==> config.mk <==
export PLATFORM = sky130hd
export DESIGN_NAME = com_fault_supervisor
export DESIGN_NICKNAME = d
export VERILOG_FILES = /design/src/rtl/com_pkg.sv /design/src/rtl/com_hold_timer.sv /design/src/rtl/com_fault_supervisor.sv
export SDC_FILE = /design/constraint.sdc
export NUM_CORES = 1
export LEC_CHECK = 0
export ABC_AREA = 1
export BUFFER_PORTS_ARGS = -buffer_cell sky130_fd_sc_hd__buf_2
export CORE_MARGIN = 2
export CORE_UTILIZATION = 40
export DETAILED_ROUTE_END_ITERATION = 16
export PLACE_DENSITY = 0.63
export SETUP_SLACK_MARGIN = 0.5
export SYNTH_ARGS = -nofsm -noshare
export SYNTH_HDL_FRONTEND = slang
export SYNTH_SLANG_ARGS = --single-unit
==> constraint.sdc <==
create_clock -name CLK_50M -period 1.4 [get_ports CLK_50M]
set_input_delay 0.07 -clock CLK_50M [delete_from_list [all_inputs] [get_ports CLK_50M]]
set_output_delay 0.07 -clock CLK_50M [all_outputs]
set_load 0.05 [all_outputs]
==> src/rtl/com_pkg.sv <==
// Shared types and default constants for the COM fault supervisor.
package com_pkg;

    typedef enum logic [1:0] {
        RUN,
        TRIP,
        HOLD,
        WAIT_CLR
    } com_state_t;

    localparam int HOLD_CYC_DEF = 50000;
    localparam int CNT_W_DEF    = 8;

endpackage

==> src/rtl/com_hold_timer.sv <==
// Minimum fault-hold timer: counts 0..HOLD_CYC-1 while run is high and
// pulses done on the terminal count.
module com_hold_timer
    import com_pkg::*;
#(
    parameter int HOLD_CYC = HOLD_CYC_DEF
) (
    input  logic CLK_50M,
    input  logic clear,
    input  logic run,
    output logic done
);

    localparam int TMR_W = $clog2(HOLD_CYC + 1);
    localparam logic [TMR_W-1:0] LAST = TMR_W'(HOLD_CYC - 1);

    logic [TMR_W-1:0] count;

    assign done = run && (count == LAST);

    always_ff @(posedge CLK_50M) begin
        if (clear) begin
            count <= '0;
        end else if (run) begin
            if (done) begin
                count <= '0;
            end else begin
                count <= count + 1'b1;
            end
        end
    end

endmodule

==> src/rtl/com_fault_supervisor.sv <==
// Latches COM faults, drops gate drive, enforces a hold time and a DSP clear
// handshake. Optional saturating trip counter built when COM_TRIP_CNT_EN is defined.
module com_fault_supervisor
    import com_pkg::*;
#(
    parameter int HOLD_CYC = HOLD_CYC_DEF,
    parameter int CNT_W    = CNT_W_DEF
) (
    input  logic             CLK_50M,
    input  logic             Rst,
    input  logic             COM1_IPF_D,
    input  logic             Enable,
    input  logic             Clr_Req,
    output logic             PWM_EN,
    output logic             Fault_Latch,
    output logic             Clr_Ack,
    output logic [CNT_W-1:0] Trip_Cnt
);

    com_state_t state;
    com_state_t next_state;
    logic       hold_clear;
    logic       hold_run;
    logic       hold_done;

    // Timer is held at zero outside HOLD so every trip starts a fresh hold window.
    assign hold_clear = Rst || (state != HOLD);
    assign hold_run   = (state == HOLD);

    com_hold_timer #(
        .HOLD_CYC(HOLD_CYC)
    ) u_hold_timer (
        .CLK_50M(CLK_50M),
        .clear  (hold_clear),
        .run    (hold_run),
        .done   (hold_done)
    );

    always_comb begin
        next_state = state;
        case (state)
            RUN: begin
                if (COM1_IPF_D) begin
                    next_state = TRIP;
                end
            end
            TRIP: begin
                next_state = HOLD;
            end
            HOLD: begin
                if (hold_done) begin
                    next_state = WAIT_CLR;
                end
            end
            WAIT_CLR: begin
                if (Clr_Req && !COM1_IPF_D) begin
                    next_state = RUN;
                end
            end
            default: begin
                next_state = RUN;
            end
        endcase
    end

    // Outputs are decoded from next_state so the fault removes drive one cycle after it is sampled.
    always_ff @(posedge CLK_50M) begin
        if (Rst) begin
            state       <= RUN;
            PWM_EN      <= 1'b0;
            Fault_Latch <= 1'b0;
            Clr_Ack     <= 1'b0;
        end else begin
            state       <= next_state;
            PWM_EN      <= (next_state == RUN) && Enable;
            Fault_Latch <= (next_state != RUN);
            Clr_Ack     <= (state == WAIT_CLR) && (next_state == RUN);
        end
    end

`ifdef COM_TRIP_CNT_EN
    logic [CNT_W-1:0] trip_cnt;

    always_ff @(posedge CLK_50M) begin
        if (Rst) begin
            trip_cnt <= '0;
        end else if ((state == TRIP) && (trip_cnt != {CNT_W{1'b1}})) begin
            trip_cnt <= trip_cnt + 1'b1;
        end
    end

    assign Trip_Cnt = trip_cnt;
`else
    assign Trip_Cnt = '0;
`endif

endmodule

==> flow_summary_export.csv, run 1 <==
group,metric,value,unit
min_path,timing.hold.worst_path_depth,4,
global_route,grt.busiest_layer,"met2",
clock_tree,root_buffer,"sky130_fd_sc_hd__clkbuf_4",
synthesis,synth.ff_latch_count,21,
floorplanning,initial_core_util,0.414,
setup_path,cp_num_buf_inv,1,
setup_path,r2r_cells,6,
setup_path,arrival,1.50,ns
global_route,grt.met1_usage,0.164,
global_route,grt_pass1_wl,3720,um
clock_tree,cts_tree,"built",
layout,multi_input_area,646,um^2
synthesis,synth_enable_flop_cells,0,
global_route,largest_net_degree_at_the_start_of_global_routing,12,
setup_path,worst-setup-path-type,"flip-flop to flip-flop",
routing,detail_route.iter0.violations,17,
routing,routed_via_density,4.58,
job,maxCapViolCount,0,
floorplanning,floorplan.core_area,2730,um^2
setup_path,critical_path.endpoint_type,"flip-flop",
clock_tree,clock_tree.htree_level_count,1,
clock_tree,numCtsBuffers,3,
global_route,globalRouteOverflowTotal,0,
place,place.detailed.hpwl,1610,um
synthesis,post_synth_main_area_contributors,"sky130_fd_sc_hd__dfxtp_1, sky130_fd_sc_hd__nand2_1, sky130_fd_sc_hd__nor2_1",
synthesis,yosys-top-cells-count,"sky130_fd_sc_hd__nand2_1, sky130_fd_sc_hd__nor2_1, sky130_fd_sc_hd__inv_1",
sta,setup-tns-final,0,ns
place,post_dp_cell_area,1220,um^2
layout,fillers,268,
sta,finalClockSkew,0.00716,ns
global_route,initial_antenna_violation_count,0,
setup_path,timing.critical_path.slowest_stage_cell,"sky130_fd_sc_hd__dfxtp_4",
setup_path,timing.critical_path.depth,6,
layout,syn2layout_area_growth,23.2,%
global_route,globalRouteTotalUtil,0.147,
min_path,min-delay-path-class,"input pin to flip-flop",
place,globalplace.congestion,0.826,
routing,detail_route.first_pass.iterations,4,
synthesis,yosysTopAreaCellShare,0.371,
sta,finalCritPeriodShare,0.923,
layout,finish.cell_count_without_fillers,221,
power,power.static_leakage,0.551,nW
synthesis,ys.warnings.count,0,
sta,slew_violations,0,
routing,route.antenna.remaining_nets,0,
sta,rsz0062_at_grt,"true",
layout,drive_above_1_share,0.274,
clock_tree,tritoncts_sink_count,21,
synthesis,synth_top_area_cell,"sky130_fd_sc_hd__dfxtp_1",
layout,ff_latch_area,439,um^2
synthesis,syn_avg_cell_area,6.66,um^2
sta,finalHoldViolations,0,
global_route,number_of_global_route_vias_before_repair,923,
sta,setup_viol,0,
routing,drt_drc_violations_left,0,
sta,hold-worst-slack,0.0168,ns
synthesis,yosysUniqueCellTypes,22,
synthesis,postSynth.topFlopCell,"sky130_fd_sc_hd__dfxtp_1",
synthesis,async_s_r_ff_share_synth,0,
clock_tree,clk_transition_reported_paths,0.12,ns
floorplanning,fp.dieH,57.2,um
floorplanning,die_width,57.2,um
layout,n_diodes,0,
place,dp_cells,208,
clock_tree,cts_max_path_buffers,2,
global_route,met2_resource_use_gr,0.264,
setup_path,highest_net_fanout_along_the_worst_path,5,
floorplanning,floorplan.die_area,3270,um^2
setup_path,crit_family,"flip-flops",
synthesis,post_synth_design_cell_area,1130,um^2
routing,via_count_of_the_routed_design,1013,
floorplanning,rows,19,
global_route,global_route.usage.met3,0.0317,
power,max-vdd-ir-drop,0.000633,V
power,power_density,766,nW/um^2
synthesis,netlist_instances,170,
layout,final_net_count,197,
sta,maximum_clock_rate,774,MHz
setup_path,required,1.61,ns
run_status,status,"finished clean",
routing,wirelength,2280,um
routing,route.detailed.wl_per_inst,10.3,um
setup_path,critical_path.startpoint_type,"flip-flop",
sta,timing.final.crit_period,1.29,ns
layout,final_design_area_no_fill,1400,um^2
clock_tree,clk_latency,0.31,ns
place,portBuffers,7,
synthesis,synth.yosys.seq_area_share,0.371,
setup_path,worst_path_largest_cell_delay,0.39,ns
setup_path,worstPathCellList,"ha_4 -> nand3_4 -> buf_4 -> nor2_1 -> xor2_1 -> nor2_2",
floorplanning,io_pins,16,
[what timing repair did]
| item | in CTS | in global routing |
|---|---|---|
| buffers inserted | 5 | 2 |
| hold buffers | 2 | 0 |
| endpoints found under the setup margin | 23 | 23 |
| resized for setup | 13 | 15 |
| endpoints found under the hold margin | 3 | 0 |
| pin swaps | 10 | 13 |
[cells in the final DEF, fill, tap and decap left out]
cell type                       Yosys  final
sky130_fd_sc_hd__nand2_2            1      2
sky130_fd_sc_hd__dfxtp_1           21     12
sky130_fd_sc_hd__clkbuf_1           0      1
sky130_fd_sc_hd__o21ai_1            0      1
sky130_fd_sc_hd__nor3_4             0      1
sky130_fd_sc_hd__nor3_2             1      1
sky130_fd_sc_hd__nand3_4            0      1
sky130_fd_sc_hd__inv_4              1      1
sky130_fd_sc_hd__inv_1             26     23
sky130_fd_sc_hd__nor2_4             3      5
sky130_fd_sc_hd__buf_2              0      4
sky130_fd_sc_hd__nand3_1            8      6
sky130_fd_sc_hd__nand2_4            1      1
sky130_fd_sc_hd__nand2_1           38     37
sky130_fd_sc_hd__nor2_2             2      6
sky130_fd_sc_hd__xor2_1             4      4
sky130_fd_sc_hd__buf_4              8      7
sky130_fd_sc_hd__nor3_1             5      4
sky130_fd_sc_hd__dfxtp_4            0      3
sky130_fd_sc_hd__conb_1             1      8
sky130_fd_sc_hd__or2_4              0      1
sky130_fd_sc_hd__buf_8              0      1
sky130_fd_sc_hd__buf_6              0      3
sky130_fd_sc_hd__nand4_1            3      3
sky130_fd_sc_hd__dfxtp_2            0      6
sky130_fd_sc_hd__a21oi_1            1      1
sky130_fd_sc_hd__xnor2_1            2      2
sky130_fd_sc_hd__dlygate4sd3_1      0      2
sky130_fd_sc_hd__o21ai_0            3      2
sky130_fd_sc_hd__clkbuf_4           0      3
sky130_fd_sc_hd__inv_2              0      3
sky130_fd_sc_hd__nand3_2            1      2
sky130_fd_sc_hd__ha_4               0      1
sky130_fd_sc_hd__nor2_1            38     32
[flip-flops by register name (all words and copies together) (netlist names)]
| signal | count |
|---|---|
| state | 2 |
| u_hold_timer.count | 16 |
| Clr_Ack | 1 |
| Fault_Latch | 1 |
| PWM_EN | 1 |
[logic make-up (layout without fill, tap and decap cells)]
family / Yosys count / count (layout) / share of synthesized area
AOI/OAI and AO/OA: 4 / 4 / 0.0177
DFF: 21 / 21 / 0.371
buffers and inverters: 35 / 48 / 0.145
xor gates and xnor gates: 6 / 6 / 0.0464
adders and majority gates: 1 / 1 / 0.0110
and+or+nand+nor: 102 / 102 / 0.406
other: 1 / 8 / 0.00331
[worst min-delay path, stage by stage]
cell	delay (ns)
sky130_fd_sc_hd__buf_2	0.10
sky130_fd_sc_hd__inv_1	0.05
sky130_fd_sc_hd__nand2_1	0.05
sky130_fd_sc_hd__nor2_1	0.04
[final cells by class]
| type | count | area share |
|---|---|---|
| clock buffer | 4 | 0.0188 |
| tap | 31 | 0.0278 |
| timing repair buffer | 17 | 0.101 |
| sequential | 21 | 0.315 |
| multi-input combinational | 121 | 0.463 |
| inverter | 27 | 0.0744 |
[per-layer routing]
layer  routed length, um  share of wire  vias up
met1                1010           0.44      458
li1                    -              -      533
met3                  82          0.036        4
met5                   0              0        -
met4                  37          0.016        0
met2                1150           0.50       18
[where the power goes]
part / switching (mW) / total, mW / internal (mW)
clock: 0.188 / 0.299 / 0.111
sequential: 0.00906 / 0.614 / 0.605
combinational: 0.110 / 0.156 / 0.0456
total: 0.307 / 1.07 / 0.762
[through the flow]
stage	setup WS [ns]	utilization	total power, mW
after floorplan	0.240	-	0.749
after global placement	0.131	0.447	0.751
after detailed placement	0.101	0.447	0.753
after CTS	0.156	0.491	1.06
after global routing	0.0000296	0.510	1.11
final	0.107	0.510	1.07
[path summary, 6_finish.rpt]
kind / start / end / slack (ns)
hold / removal: Rst / PWM_EN / 0.02
setup / recovery: u_hold_timer.count[1] / u_hold_timer.count[4] / 0.11
setup reg to reg: u_hold_timer.count[1] / u_hold_timer.count[4] / 0.11
hold reg to reg: u_hold_timer.count[0] / u_hold_timer.count[0] / 0.54
Power figures use the tool's default switching activity.
==> run 2, diff against run 1 <==
==> constraint.sdc (replaced) <==
create_clock -name CLK_50M -period 1.4 [get_ports CLK_50M]
set_input_delay 0.21 -clock CLK_50M [delete_from_list [all_inputs] [get_ports CLK_50M]]
set_output_delay 0.21 -clock CLK_50M [all_outputs]
set_load 0.05 [all_outputs]
==> flow_summary_export.csv, run 2 (synthesized netlist as in run 1, its figures left out) <==
group,metric,value,unit
run_status,status,"finished clean",
setup_path,highest_net_fanout_along_the_worst_path,8,
global_route,largest_net_degree_at_the_start_of_global_routing,12,
clock_tree,clk_latency,0.31,ns
layout,flip_flop_count_of_the_largest_register_after_layout,16,
global_route,initial_antenna_violation_count,0,
layout,layout_common_cells,"sky130_fd_sc_hd__nand2_1, sky130_fd_sc_hd__nor2_1, sky130_fd_sc_hd__inv_1, sky130_fd_sc_hd__dfxtp_1, sky130_fd_sc_hd__conb_1",
sta,hold-worst-slack,0.0815,ns
clock_tree,root_buffer,"sky130_fd_sc_hd__clkbuf_4",
layout,syn2layout_area_growth,21.2,%
floorplanning,floorplan.die_area,3270,um^2
clock_tree,numCtsBuffers,3,
routing,via_count_of_the_routed_design,992,
floorplanning,fp.dieH,57.2,um
clock_tree,tritoncts_sink_count,21,
setup_path,arrival,1.53,ns
setup_path,timing.critical_path.slowest_stage_cell,"sky130_fd_sc_hd__dfxtp_4",
sta,finalCritPeriodShare,0.913,
layout,top_register_by_number_of_flip_flops,"u_hold_timer.count",
routing,wirelength,2180,um
power,pwr_total,1.06,mW
clock_tree,clock_tree.htree_level_count,1,
place,post-place-ws,0.101,ns
floorplanning,io_pins,16,
routing,detail_route.first_pass.iterations,4,
global_route,globalRouteOverflowTotal,0,
routing,route.detailed.wl_per_inst,9.96,um
power,power_density,772,nW/um^2
routing,routed_via_density,4.53,
setup_path,critical_path.startpoint_type,"flip-flop",
power,max-vdd-ir-drop,0.000625,V
global_route,grt_pass1_wl,3680,um
layout,n_diodes,0,
setup_path,cp_num_buf_inv,1,
power,power.static_leakage,0.543,nW
clock_tree,cts_max_path_buffers,2,
global_route,number_of_global_route_vias_before_repair,914,
setup_path,worst_path_largest_cell_delay,0.38,ns
place,globalplace.congestion,0.826,
sta,setup-tns-final,0,ns
setup_path,required,1.66,ns
setup_path,worstPathCellList,"ha_4 -> nand3_4 -> inv_2 -> nand3_2 -> nor2_4 -> nor2_4 -> nand2_1 -> nor2_1",
layout,layout.cells.most_common,"sky130_fd_sc_hd__nand2_1",
routing,drt_drc_violations_left,0,
sta,finalClockSkew,0.00625,ns
setup_path,worst-setup-path-type,"flip-flop to flip-flop",
clock_tree,cts_tree,"built",
setup_path,critical_path.endpoint_type,"flip-flop",
layout,final_net_count,195,
place,portBuffers,7,
sta,rsz0062_at_grt,"true",
setup_path,crit_family,"simple AND/OR/NAND/NOR gates",
sta,slew_violations,0,
layout,fillers,266,
routing,route.antenna.remaining_nets,0,
global_route,globalRouteTotalUtil,0.145,
layout,drive_above_1_share,0.271,
clock_tree,clk_transition_reported_paths,0.12,ns
floorplanning,initial_core_util,0.414,
sta,setup_viol,0,
job,maxCapViolCount,0,
sta,maximum_clock_rate,782,MHz
sta,timing.final.crit_period,1.28,ns
floorplanning,rows,19,
sta,final_critical_path_setup_slack,0.121,ns
min_path,min-delay-path-class,"input pin to flip-flop",
floorplanning,floorplan.core_area,2730,um^2
sta,finalHoldViolations,0,
floorplanning,die_width,57.2,um
setup_path,cpMostUsedCell,"sky130_fd_sc_hd__nor2_4",
routing,detail_route.iter0.violations,16,
place,place.detailed.hpwl,1610,um
layout,layout_top_registers,"u_hold_timer.count (16), state (2)",
## run 2: worst paths after layout
path	end	slack (ns)	cells after the start	from
setup / recovery	u_hold_timer.count[15]	0.12	8	u_hold_timer.count[1]
setup reg to reg	u_hold_timer.count[15]	0.12	8	u_hold_timer.count[1]
hold / removal	Clr_Ack	0.08	2	Rst
hold reg to reg	u_hold_timer.count[0]	0.54	2	u_hold_timer.count[0]
## run 2: final cells by class
cell class                      instances  area [um^2]  share of cell area
Timing Repair Buffer                   15          121              0.0884
Sequential cell                        21          439               0.320
Tap cell                               31         38.8              0.0283
Clock buffer                            4         26.3              0.0191
Multi-Input combinational cell        121          643               0.469
Inverter                               27          104              0.0757
## run 2: worst reg2reg max path: stages, from the launching register on
cell	delay, ns
sky130_fd_sc_hd__dfxtp_4	0.38
sky130_fd_sc_hd__ha_4	0.17
sky130_fd_sc_hd__nand3_4	0.08
sky130_fd_sc_hd__inv_2	0.05
sky130_fd_sc_hd__nand3_2	0.09
sky130_fd_sc_hd__nor2_4	0.05
sky130_fd_sc_hd__nor2_4	0.23
sky130_fd_sc_hd__nand2_1	0.08
sky130_fd_sc_hd__nor2_1	0.11
## run 2: routing by layer
| layer | up-vias | part of all wire | track usage |
|---|---|---|---|
| met3 | 4 | 0.032 | 0.0317 |
| li1 | 530 | - | - |
| met2 | 15 | 0.50 | 0.259 |
| met1 | 443 | 0.45 | 0.164 |
| met4 | 0 | 0.017 | 0.0664 |
| met5 | - | 0 | 0 |
## run 2: repair_timing
item,in CTS,in global routing
setup buffers,5,2
gates resized for setup,18,9
pin swaps,10,13
hold buffers,0,0
setup endpoints to repair,23,23
## run 2: through the flow
stage	instance area (um^2)	utilization	cells
finish	1370	0.502	219
global route	1370	0.502	219
CTS	1330	0.488	217
detailed placement	1220	0.447	208
global placement	1220	0.447	208
floorplan	1200	-	177
## run 2: power by group
| part | internal (mW) | total (mW) | switching [mW] |
|---|---|---|---|
| Combinational | 0.0420 | 0.151 | 0.109 |
| Clock | 0.111 | 0.295 | 0.184 |
| Sequential | 0.605 | 0.614 | 0.00903 |
==> run 3, diff against run 2 <==
--- a/config.mk
+++ b/config.mk
@@ -7,9 +7,9 @@
 export LEC_CHECK = 0
 export ABC_AREA = 1
-export BUFFER_PORTS_ARGS = -buffer_cell sky130_fd_sc_hd__buf_2
 export CORE_MARGIN = 2
 export CORE_UTILIZATION = 40
 export DETAILED_ROUTE_END_ITERATION = 16
-export PLACE_DENSITY = 0.63
+export DONT_BUFFER_PORTS = 1
+export PLACE_DENSITY = 0.58
 export SETUP_SLACK_MARGIN = 0.5
 export SYNTH_ARGS = -nofsm -noshare
==> constraint.sdc (replaced) <==
create_clock -name CLK_50M -period 1.4 [get_ports CLK_50M]
set_input_delay 0.21 -clock CLK_50M [delete_from_list [all_inputs] [get_ports CLK_50M]]
set_output_delay 0.21 -clock CLK_50M [all_outputs]
set_load 0.01 [all_outputs]
==> flow_summary_export.csv, run 3 (synthesized netlist as in run 1, its figures left out) <==
group,metric,value,unit
setup_path,highest_net_fanout_along_the_worst_path,8,
sta,setup_viol,0,
floorplanning,io_pins,16,
floorplanning,floorplan.core_area,2730,um^2
clock_tree,clk_latency,0.31,ns
setup_path,cpMostUsedCell,"sky130_fd_sc_hd__nor2_4",
clock_tree,clk_transition_reported_paths,0.12,ns
layout,top_register_by_number_of_flip_flops,"u_hold_timer.count",
routing,top_signal_layer_used,"met4",
sta,setup-tns-final,0,ns
power,power_density,750,nW/um^2
layout,layout_top_registers,"u_hold_timer.count (16), state (2)",
place,portBuffers,0,
layout,syn2layout_area_growth,16.1,%
layout,layout_common_cells,"sky130_fd_sc_hd__nand2_1, sky130_fd_sc_hd__nor2_1, sky130_fd_sc_hd__inv_1, sky130_fd_sc_hd__dfxtp_1, sky130_fd_sc_hd__conb_1",
routing,wirelength,2190,um
min_path,timing.hold.worst_path_depth,3,
routing,drt_drc_violations_left,0,
clock_tree,tritoncts_sink_count,21,
power,power.static_leakage,0.499,nW
layout,fillers,276,
setup_path,cp_num_buf_inv,2,
setup_path,arrival,1.54,ns
layout,final_net_count,189,
routing,routed_via_density,4.66,
routing,detail_route.iter0.violations,44,
global_route,largest_net_degree_at_the_start_of_global_routing,13,
setup_path,critical_path.startpoint_type,"flip-flop",
routing,met1Wirelength,1050,um
setup_path,r2r_cells,8,
setup_path,worst-setup-path-type,"flip-flop to flip-flop",
sta,rsz0062_at_grt,"true",
setup_path,timing.critical_path.slowest_stage_cell,"sky130_fd_sc_hd__dfxtp_4",
routing,route.antenna.remaining_nets,0,
global_route,number_of_global_route_vias_before_repair,924,
sta,final_critical_path_setup_slack,0.105,ns
global_route,globalRouteTotalUtil,0.148,
sta,slew_violations,0,
floorplanning,fp.dieH,57.2,um
power,max-vdd-ir-drop,0.00104,V
sta,timing.final.crit_period,1.29,ns
place,globalplace.congestion,0.820,
routing,detail_route.first_pass.iterations,4,
place,place.detailed.hpwl,1600,um
clock_tree,clock_tree.htree_level_count,1,
place,post-place-ws,0.100,ns
sta,hold-worst-slack,0.0344,ns
clock_tree,numCtsBuffers,3,
global_route,globalRouteOverflowTotal,0,
routing,via_count_of_the_routed_design,992,
routing,wl_met2,1060,um
global_route,grt_pass1_wl,3870,um
setup_path,crit_family,"simple AND/OR/NAND/NOR gates",
setup_path,worstPathCellList,"ha_4 -> nand3_4 -> inv_2 -> nand3_2 -> nor2_4 -> nor2_4 -> inv_4 -> nor2_1",
setup_path,required,1.65,ns
run_status,status,"finished clean",
clock_tree,cts_max_path_buffers,2,
layout,n_diodes,0,
sta,finalClockSkew,0.00224,ns
floorplanning,die_width,57.2,um
clock_tree,cts_tree,"built",
floorplanning,rows,19,
sta,finalCritPeriodShare,0.925,
global_route,initial_antenna_violation_count,0,
layout,drive_above_1_share,0.236,
layout,layout.cells.most_common,"sky130_fd_sc_hd__nand2_1",
setup_path,timing.critical_path.depth,8,
floorplanning,floorplan.die_area,3270,um^2
routing,route.detailed.wl_per_inst,10.3,um
routing,detailed_route_wirelength_on_metal3,78,um
layout,flip_flop_count_of_the_largest_register_after_layout,16,
sta,maximum_clock_rate,772,MHz
setup_path,worst_path_largest_cell_delay,0.38,ns
job,maxCapViolCount,0,
floorplanning,initial_core_util,0.414,
setup_path,critical_path.endpoint_type,"flip-flop",
clock_tree,root_buffer,"sky130_fd_sc_hd__clkbuf_4",
sta,finalHoldViolations,0,
min_path,min-delay-path-class,"input pin to flip-flop",
-- run 3: final timing paths --
kind	startpoint	endpoint	slack (ns)
setup / recovery	u_hold_timer.count[0]	u_hold_timer.count[2]	0.11
hold / removal	Rst	PWM_EN	0.03
setup reg to reg	u_hold_timer.count[0]	u_hold_timer.count[2]	0.11
hold reg to reg	u_hold_timer.count[0]	u_hold_timer.count[0]	0.45
-- run 3: routing by layer --
metal / global-route usage / vias up
li1: - / 524
met1: 0.193 / 451
met2: 0.251 / 15
met3: 0.0408 / 2
met4: 0.0199 / 0
met5: 0 / -
-- run 3: where the power goes --
part	internal, mW	switching [mW]
sequential	0.605	0.0100
combinational	0.0222	0.0463
clock	0.107	0.196
-- run 3: metrics by stage --
| stage | cell area (um^2) | cells | utilization | power [mW] |
|---|---|---|---|---|
| after floorplan | 1200 | 177 | - | 0.694 |
| after global placement | 1190 | 202 | 0.437 | 0.686 |
| after detailed placement | 1190 | 202 | 0.437 | 0.687 |
| after CTS | 1290 | 212 | 0.473 | 0.993 |
| after global routing | 1320 | 213 | 0.481 | 1.03 |
| final | 1320 | 213 | 0.481 | 0.987 |
-- run 3: area by class of cell --
class / instances / area [um^2] / area share
Inverter: 27 / 104 / 0.0790
Multi-Input combinational cell: 121 / 634 / 0.482
Timing Repair Buffer: 9 / 72.6 / 0.0552
Clock buffer: 3 / 22.5 / 0.0171
Sequential cell: 21 / 438 / 0.333
Tap cell: 31 / 38.8 / 0.0295
Clock inverter: 1 / 5.00 / 0.00381
-- run 3: worst register-to-register path: stages, from the launching register on --
cell and delay [ns]:
sky130_fd_sc_hd__dfxtp_4 0.38, sky130_fd_sc_hd__ha_4 0.17, sky130_fd_sc_hd__nand3_4 0.08, sky130_fd_sc_hd__inv_2 0.05, sky130_fd_sc_hd__nand3_2 0.08, sky130_fd_sc_hd__nor2_4 0.04
sky130_fd_sc_hd__nor2_4 0.24, sky130_fd_sc_hd__inv_4 0.09, sky130_fd_sc_hd__nor2_1 0.10
-- run 3: timing repair --
item                                    in CTS  in global routing
hold buffers                                 2                  0
pin swaps                                    6                 11
endpoints found under the setup margin      23                 23
endpoints found under the hold margin        3                  0
gates resized for setup                     10                  6
buffers inserted                             4                  1
